===== src/rtl/qcl_pkg.sv =====
// Shared types for the qcl serial/parallel stages (register bank and PISO).
// QCL_ELEM_WORD_T(els, width) declares an els x width element word.
`ifndef QCL_ELEM_WORD_T
`define QCL_ELEM_WORD_T(els, width) logic [(els)-1:0][(width)-1:0]
`endif

package qcl_pkg;

    typedef enum logic {
        IDLE = 1'b0,
        SEND = 1'b1
    } qcl_piso_state_e;

    // Never returns zero, so a single-element word still gets a 1-bit index.
    function automatic int safe_clog2(input int n);
        return (n <= 1) ? 1 : $clog2(n);
    endfunction

endpackage


===== src/rtl/qcl_piso_buf.sv =====
// One els_p x width_p load-enable register bank with synchronous active-low clear.
module qcl_piso_buf
    import qcl_pkg::*;
#(
    parameter int width_p = 8,
    parameter int els_p   = 4
) (
    input  logic                            clk_i,
    input  logic                            reset_n_i,
    input  logic                            load_i,
    input  logic [els_p-1:0][width_p-1:0]   data_i,
    output logic [els_p-1:0][width_p-1:0]   data_o
);

    always_ff @(posedge clk_i) begin
        if (!reset_n_i) begin
            data_o <= '0;
        end else if (load_i) begin
            data_o <= data_i;
        end
    end

endmodule


===== src/rtl/qcl_piso.sv =====
// Parallel-in, serial-out stage: takes an els_p-element word and emits it on valid/yumi.
// Optional QCL_PISO_PINGPONG_EN adds a shadow word so consecutive words stream without a bubble.
module qcl_piso
    import qcl_pkg::*;
#(
    parameter int width_p      = 8,
    parameter int els_p        = 4,
    parameter int addr_width_p = safe_clog2(els_p)
) (
    input  logic                            clk_i,
    input  logic                            reset_n_i,
    input  logic                            v_i,
    input  logic [els_p-1:0][width_p-1:0]   data_i,
    output logic                            ready_o,
    output logic                            v_o,
    output logic [width_p-1:0]              data_o,
    output logic [addr_width_p-1:0]         addr_o,
    output logic                            last_o,
    input  logic                            yumi_i
);

    localparam int cnt_width_lp = safe_clog2(els_p);
    localparam logic [cnt_width_lp-1:0] cnt_last_lp = cnt_width_lp'(els_p - 1);

    typedef `QCL_ELEM_WORD_T(els_p, width_p) word_t;

    qcl_piso_state_e            state_r, state_n;
    logic [cnt_width_lp-1:0]    cnt_r, cnt_n;
    word_t                      main_q, main_d;
    logic                       main_load;
    logic                       is_last, take, take_last, accept, refill;

    assign is_last   = (cnt_r == cnt_last_lp);
    assign take      = (state_r == SEND) & yumi_i;
    assign take_last = take & is_last;
    assign accept    = v_i & ready_o;

`ifdef QCL_PISO_PINGPONG_EN
    word_t  shadow_q;
    logic   shadow_v_r, shadow_v_n, shadow_load;

    // A word arriving on the final handshake goes straight to main instead.
    assign shadow_load = accept & (state_r == SEND) & ~take_last;

    qcl_piso_buf #(.width_p(width_p), .els_p(els_p)) shadow_buf (
        .clk_i     (clk_i),
        .reset_n_i (reset_n_i),
        .load_i    (shadow_load),
        .data_i    (data_i),
        .data_o    (shadow_q)
    );

    always_ff @(posedge clk_i) begin
        if (!reset_n_i) begin
            shadow_v_r <= 1'b0;
        end else begin
            shadow_v_r <= shadow_v_n;
        end
    end

    always_comb begin
        shadow_v_n = shadow_v_r;
        if (take_last && shadow_v_r) begin
            shadow_v_n = 1'b0;
        end else if (shadow_load) begin
            shadow_v_n = 1'b1;
        end
    end

    assign main_d = shadow_v_r ? shadow_q : data_i;
    assign refill = take_last & (shadow_v_r | accept);
`else
    assign main_d = data_i;
    assign refill = 1'b0;
`endif

    assign main_load = ((state_r == IDLE) & v_i) | refill;

    qcl_piso_buf #(.width_p(width_p), .els_p(els_p)) main_buf (
        .clk_i     (clk_i),
        .reset_n_i (reset_n_i),
        .load_i    (main_load),
        .data_i    (main_d),
        .data_o    (main_q)
    );

    always_ff @(posedge clk_i) begin
        if (!reset_n_i) begin
            state_r <= IDLE;
            cnt_r   <= '0;
        end else begin
            state_r <= state_n;
            cnt_r   <= cnt_n;
        end
    end

    always_comb begin
        state_n = state_r;
        cnt_n   = cnt_r;
        case (state_r)
            IDLE: begin
                if (v_i) begin
                    state_n = SEND;
                    cnt_n   = '0;
                end
            end
            SEND: begin
                if (take_last) begin
                    cnt_n = '0;
                    if (!refill) begin
                        state_n = IDLE;
                    end
                end else if (take) begin
                    cnt_n = cnt_r + 1'b1;
                end
            end
            default: state_n = IDLE;
        endcase
    end

    always_comb begin
        v_o     = 1'b0;
        ready_o = 1'b1;
        data_o  = '0;
        addr_o  = '0;
        last_o  = 1'b0;
        if (state_r == SEND) begin
            v_o    = 1'b1;
            data_o = main_q[cnt_r];
            addr_o = addr_width_p'(cnt_r);
            last_o = is_last;
`ifdef QCL_PISO_PINGPONG_EN
            ready_o = ~shadow_v_r;
`else
            ready_o = 1'b0;
`endif
        end
    end

`ifndef SYNTHESIS
    yumi_needs_valid: assert property (@(posedge clk_i) disable iff (!reset_n_i) yumi_i |-> v_o)
        else $error("qcl_piso: yumi_i asserted while v_o=0");
`endif

endmodule


===== config.mk =====
export PLATFORM = sky130hd
export DESIGN_NAME = qcl_piso
export DESIGN_NICKNAME = d
export VERILOG_FILES = /design/src/rtl/qcl_pkg.sv /design/src/rtl/qcl_piso_buf.sv /design/src/rtl/qcl_piso.sv
export SDC_FILE = /design/constraint.sdc
export NUM_CORES = 1
export LEC_CHECK = 0
export CORE_ASPECT_RATIO = 1.5
export CORE_MARGIN = 2
export CORE_UTILIZATION = 50
export CTS_CLUSTER_DIAMETER = 50
export DETAILED_ROUTE_END_ITERATION = 16
export GPL_TIMING_DRIVEN = 0
export PLACE_DENSITY = 0.79
export SYNTH_ARGS = -nofsm -noshare
export SYNTH_HDL_FRONTEND = slang
export SYNTH_SLANG_ARGS = --single-unit

===== constraint.sdc =====
create_clock -name clk_i -period 3.05 [get_ports clk_i]
set_input_delay 0.4575 -clock clk_i [delete_from_list [all_inputs] [get_ports clk_i]]
set_output_delay 0.4575 -clock clk_i [all_outputs]
set_load 0.005 [all_outputs]

==> results.toml, run 1 <==
[status]
outcome = "finished, final reports clean"

[worst_setup_path]
cp_cell_sequence = "buf_4, buf_4, mux2i_1, o22ai_1, clkdlybuf4s50_1"
cp_top_family = "buffers and inverters"
worstSetupEndpointType = "output pin"
critPathArrivalTime_ns = 1.92
cp_slowest_cell = "clkdlybuf4s50_1"
critPathKind = "reg2out"
required_ns = 2.59
worstSetupStartpointType = "flop"
cp_num_buf_inv = 3
crit_path_max_fanout = 10
cpMostUsedCell = "buf_4"
cpPeakStageDelay_ns = 0.46

[flow_run]
drv_cap = 0

[logic_synthesis]
synthAdderAreaFrac_pct = 0.727
synth_compound_area_share_pct = 21.9
yosys-mux-area-fraction_pct = 9.88
syn_area_um2 = 1720
synth_simple_gate_area_share_pct = 19.8
ys_seq_elements = 35
yosysWarningCount = 0
syn_inst = 189
synth_top_family_by_area = "compound AO/OA/AOI/OAI gates"
ys_types = 24
avgSynthCellArea_um2 = 9.11
synth_seq_area_share_pct = 40.7
synthXorXnorAreaFrac_pct = 0
synth_nets = 226

[floorplan]
start_util_pct = 51.4
rows = 26
die-area_um2 = 3940
io_pins = 49
core_um2 = 3350
die_x_um = 51.9
die_h_um = 75.9

[power_and_ir_drop]
power_density_nw_per_um2 = 429
vdd_drop_max_uv = 395
p_leak_nw = 0.840

[placed_design]
portBuffers = 47
dp_hpwl_um = 2770
place_area_um2 = 2240
globalplace.congestion = 0.754

[drt]
final_antenna_net_count = 0
vias_per_cell = 5.13
dr.max_layer_used = "met4"
firstDrtPassIters = 4
met2RoutedLength_um = 2020
vias = 1462
route.met3.wl_um = 166
wire_per_inst_um = 13.3
drt_iter0_drc = 18
drt-total-wl_um = 3790
drc = 0
wl_met1_um = 1550

[sta]
max_freq_ghz = 0.421
finalCriticalPeriod_ns = 2.37
finalSetupViolations = 0
rsz0062_at_grt = "no"
worstMarginPinSlew_ns = 0.445
skew_ns = 0.00499
hold_viol = 0
fin_setup_tns_ns = 0
finalCritPeriodShare_pct = 77.9
slew-limit-headroom_pct = 70.3
slew_violations = 0

[final_layout]
drive_above_1_share_pct = 20.2
num_antenna_cells = 0
design_area_um2 = 2330
area_delta_synth_final_pct = 35.5
num-fill-cells = 286
multi_input_area_um2 = 901
nets = 280
final_common_cell = "nand2_1"
layout_common_cells = "57 x nand2_1, 47 x clkdlybuf4s50_1, 35 x dfxtp_1"
regArea_um2 = 701

[clocking]
clkSinkCount = 35
cts_resized = 0
cts_setup_buffers = 0
numCtsBuffers = 5
clkSlewWorstSetupHoldPaths_ns = 0.07
clockRootBuffer = "clkbuf_8"
clk_path_buf_depth = 2
cts_tree = "done"
cts_hold_buf = 0
htreeDepth = 2
clk_latency_ns = 0.28

[global_routing]
grt_usage_pct = 21.5
grt_pass1_wl_um = 6180
overflow = 0
antenna_found_initial = 0
grt_pass1_vias = 1411
grt_max_degree = 11

[hold_path]
hp-class = "reg2reg"
## state kept, by name, summed over array words and instances, names as in the netlist
register         flops
main_buf.data_o     32
state_r              1
cnt_r                2
## metrics by stage
stage | power (mW) | hold slack (ns) | setup slack (ns) | std cells | utilization (%)
3_5_place_dp | 0.680 | 0.448 | 0.990 | 278 | 67.0
6_report | 1.00 | 0.457 | 0.675 | 285 | 69.6
5_1_grt | 1.05 | 0.478 | 0.569 | 285 | 69.6
2_1_floorplan | 0.600 | 0.434 | 1.63 | 189 | -
4_1_cts | 1.01 | 0.457 | 0.681 | 285 | 69.6
3_3_place_gp | 0.677 | 0.440 | 0.989 | 278 | 67.0
## power by group
| group | switching (mW) | total (mW) | internal (mW) |
|---|---|---|---|
| clock | 0.156 | 0.332 | 0.177 |
| combinational | 0.0715 | 0.170 | 0.0983 |
| sequential | 0.0157 | 0.499 | 0.483 |
| total | 0.243 | 1.00 | 0.758 |
## Yosys cell counts
library cell,count,area share (%)
nand3_1,2,0.58
nor2_1,1,0.22
a31oi_1,1,0.36
nand2b_4,1,0.80
ha_1,1,0.73
clkbuf_1,3,0.65
clkbuf_8,1,0.80
buf_1,1,0.22
inv_1,2,0.44
dfxtp_1,35,41
buf_2,1,0.29
mux2i_1,17,9.9
buf_4,6,2.6
nand2_2,10,3.6
nand4_1,2,0.73
nor2b_1,1,0.36
nand2b_1,1,0.36
nand2_1,57,12
a21boi_1,12,5.2
buf_6,3,2.0
o21ai_0,1,0.29
a21boi_2,20,13
o22ai_1,8,2.9
and2_1,2,0.73
## tightest hold or removal path: cells and delay by family, from the launching register on
| kind | cells | cell delay (ns) |
|---|---|---|
| flip-flops | 1 | 0.31 |
| AND/OR/NAND/NOR | 1 | 0.05 |
| AO/OA/AOI/OAI | 1 | 0.05 |
## cells by family (layout without fill, tap and decap cells)
kind of cell,count (synthesis),after routing
and+or+nand+nor,77,77
AOI/OAI and AO/OA,42,42
DFF,35,35
muxes,17,17
buffers and inverters,17,71
adders and majority gates,1,1
## routing by layer
layer | up-vias | track usage, %
li1 | 735 | -
met1 | 684 | 23.6
met2 | 39 | 39.4
met3 | 4 | 4.12
met4 | 0 | 9.65
met5 | - | 0
## worst paths after layout
path	startpoint	endpoint	slack (ns)	cells past startpoint
setup / recovery	cnt_r[1]$_SDFFE_PN0P_	data_o[6]	0.68	5
hold / removal	main_buf.data_o[9]$_SDFFE_PN0P_	main_buf.data_o[9]$_SDFFE_PN0P_	0.46	2
setup reg to reg	state_r$_SDFF_PN0_	main_buf.data_o[11]$_SDFFE_PN0P_	1.88	5
hold reg to reg	main_buf.data_o[9]$_SDFFE_PN0P_	main_buf.data_o[9]$_SDFFE_PN0P_	0.46	2
## layout make-up
class | count | share of cell area (%)
inverters | 2 | 0.322
multi-input cells | 137 | 38.6
repair buffers | 47 | 20.2
plain buffers | 15 | 4.83
clock inverters | 1 | 0.215
well taps | 42 | 2.25
flip-flops and latches | 35 | 30.0
clock buffers | 6 | 3.54
Power figures use the tool's default switching activity.
==> run 2: changes to the inputs <==
--- a/config.mk
+++ b/config.mk
@@ -7,11 +7,11 @@
 export LEC_CHECK = 0
 export CORE_ASPECT_RATIO = 1.5
 export CORE_MARGIN = 2
-export CORE_UTILIZATION = 50
+export CORE_UTILIZATION = 47
 export CTS_CLUSTER_DIAMETER = 50
 export DETAILED_ROUTE_END_ITERATION = 16
 export GPL_TIMING_DRIVEN = 0
-export PLACE_DENSITY = 0.79
+export PLACE_DENSITY = 0.75
 export SYNTH_ARGS = -nofsm -noshare
 export SYNTH_HDL_FRONTEND = slang
 export SYNTH_SLANG_ARGS = --single-unit
==> constraint.sdc (replaced) <==
create_clock -name clk_i -period 2.3 [get_ports clk_i]
set_input_delay 0.345 -clock clk_i [delete_from_list [all_inputs] [get_ports clk_i]]
set_output_delay 0.345 -clock clk_i [all_outputs]
set_load 0.005 [all_outputs]
==> run 2 against run 1 <==
  * Cell area decreased by 0.32%
  * Non-clock buffer count down 1
  * Sequential power increased by 33%
  * Critical path type unchanged
  * Utilization is 2.2 points lower
  * Setup slack worse by 0.54 ns
  * Highest routed layer unchanged
  * First-iteration DRC count rose by 100%
  * Clock power up 29%
==> results.toml, run 2 (synthesized netlist as in run 1, its figures left out) <==
[sta]
slew-limit-headroom_pct = 71.4
finalCritPeriodShare_pct = 94.0
fin_setup_tns_ns = 0
rsz0062_at_grt = "no"
max_freq_ghz = 0.463
finalCriticalPeriod_ns = 2.16
worstMarginPinSlew_ns = 0.429
skew_ns = 0.00766
finalSetupViolations = 0
slew_violations = 0
hold_viol = 0

[floorplan]
die_h_um = 78.1
io_pins = 49
rows = 26
die-area_um2 = 4170
start_util_pct = 49.9
core_um2 = 3450
die_x_um = 53.4

[drt]
final_antenna_net_count = 0
drt-total-wl_um = 4010
drt_iter0_drc = 36
vias = 1454
firstDrtPassIters = 4
vias_per_cell = 5.10
drc = 0
wire_per_inst_um = 14.1

[clocking]
htreeDepth = 2
cts_setup_buffers = 0
numCtsBuffers = 5
clockRootBuffer = "clkbuf_8"
clk_latency_ns = 0.28
clk_path_buf_depth = 2
clkSinkCount = 35
cts_hold_buf = 0
clkSlewWorstSetupHoldPaths_ns = 0.07
cts_resized = 0
cts_tree = "done"

[final_layout]
final_util_pct = 67.4
finalNonFillerCells = 285
num_antenna_cells = 0
num-fill-cells = 300
top_regs = "main_buf.data_o (32), cnt_r (2), state_r (1)"
area_delta_synth_final_pct = 35.0
layout_common_cells = "56 x nand2_1, 47 x clkdlybuf4s50_1, 35 x dfxtp_1"
drive_above_1_share_pct = 20.2
nets = 279
regMostFlops = "main_buf.data_o"
final_common_cell = "nand2_1"
largest_reg_flops = 32

[power_and_ir_drop]
vdd_drop_max_uv = 374
comb_power_share_pct = 17.2
pwr-share-seq_pct = 50.3
power_frac_clock_pct = 32.5
swShare_pct = 25.5
internal_power_mw = 0.982
power_density_nw_per_um2 = 567
switchingPower_mw = 0.335
p_leak_nw = 0.829

[hold_path]
worstHoldStart = "reset_n_i"
hp-class = "in2reg"

[worst_setup_path]
cp_slowest_cell = "clkdlybuf4s50_1"
required_ns = 1.96
crit_path_max_fanout = 8
worstSetupStartpointType = "flop"
worstSetupEndpointType = "output pin"
cpPeakStageDelay_ns = 0.47
regToRegStartpoint = "state_r$_SDFF_PN0_"
cp-startpoint = "cnt_r[0]$_SDFFE_PN0P_"
critPathKind = "reg2out"
cp_cell_sequence = "nand2b_1, buf_1, o22ai_1, clkdlybuf4s50_1"
rrSetupSlack_ns = 1.12
critPathArrivalTime_ns = 1.82

[global_routing]
grt_pass1_vias = 1547
antenna_found_initial = 0
grt_usage_pct = 22.0
grt_max_degree = 12
overflow = 0
grt_pass1_wl_um = 6790

[flow_run]
drv_cap = 0

[placed_design]
globalplace.congestion = 0.772
portBuffers = 47
placedCellCount = 278
dp_hpwl_um = 3000

[status]
outcome = "finished, final reports clean"
-- run 2: final cells by class --
class / count / area [um2] / share of cell area [%]
Timing Repair Buffer: 47 / 470 / 20.2
Inverter: 2 / 7.51 / 0.323
Multi-Input combinational cell: 137 / 903 / 38.9
Tap cell: 42 / 52.6 / 2.26
Buffer: 14 / 105 / 4.52
Sequential cell: 35 / 701 / 30.1
Clock buffer: 6 / 72.6 / 3.12
Clock inverter: 2 / 12.5 / 0.538
-- run 2: worst max-delay path: cells and delay by family, from the launching register on --
| family | cells | cell delay, ns |
|---|---|---|
| simple gates | 1 | 0.13 |
| compound gates | 1 | 0.18 |
| buf+inv | 2 | 0.82 |
| flops | 1 | 0.41 |
-- run 2: stage by stage --
stage	hold WS (ns)	power, mW	setup WS [ns]	cell area [um2]
4_1_cts	0.380	1.32	0.0281	2330
3_5_place_dp	0.452	0.903	0.362	2240
2_1_floorplan	0.434	0.796	0.989	1720
6_report	0.379	1.32	0.138	2320
5_1_grt	0.401	1.38	0.0148	2320
3_3_place_gp	0.441	0.895	0.379	2240
-- run 2: layer usage --
metal,global-route usage (%),up-vias,wire (um)
li1,-,735,-
met1,24.7,678,1670
met2,39.0,35,2100
met3,4.56,6,178
met4,8.21,0,63
met5,0,-,0
-- run 2: power by group through the flow --
| stage | sequential [mW] | clock (mW) | combinational (mW) |
|---|---|---|---|
| 2_1_floorplan | 0.669 | 0 | 0.127 |
| 4_1_cts | 0.662 | 0.434 | 0.229 |
| 6_report | 0.662 | 0.429 | 0.226 |
| 3_3_place_gp | 0.674 | 0 | 0.221 |
| 3_5_place_dp | 0.676 | 0 | 0.227 |
| 5_1_grt | 0.666 | 0.468 | 0.249 |
-- run 2: path summary, 6_finish.rpt --
| kind | end | cells past startpoint |
|---|---|---|
| setup / recovery | data_o[3] | 4 |
| hold / removal | state_r$_SDFF_PN0_ | 3 |
| setup reg to reg | main_buf.data_o[31]$_SDFFE_PN0P_ | 5 |
| hold reg to reg | main_buf.data_o[11]$_SDFFE_PN0P_ | 2 |
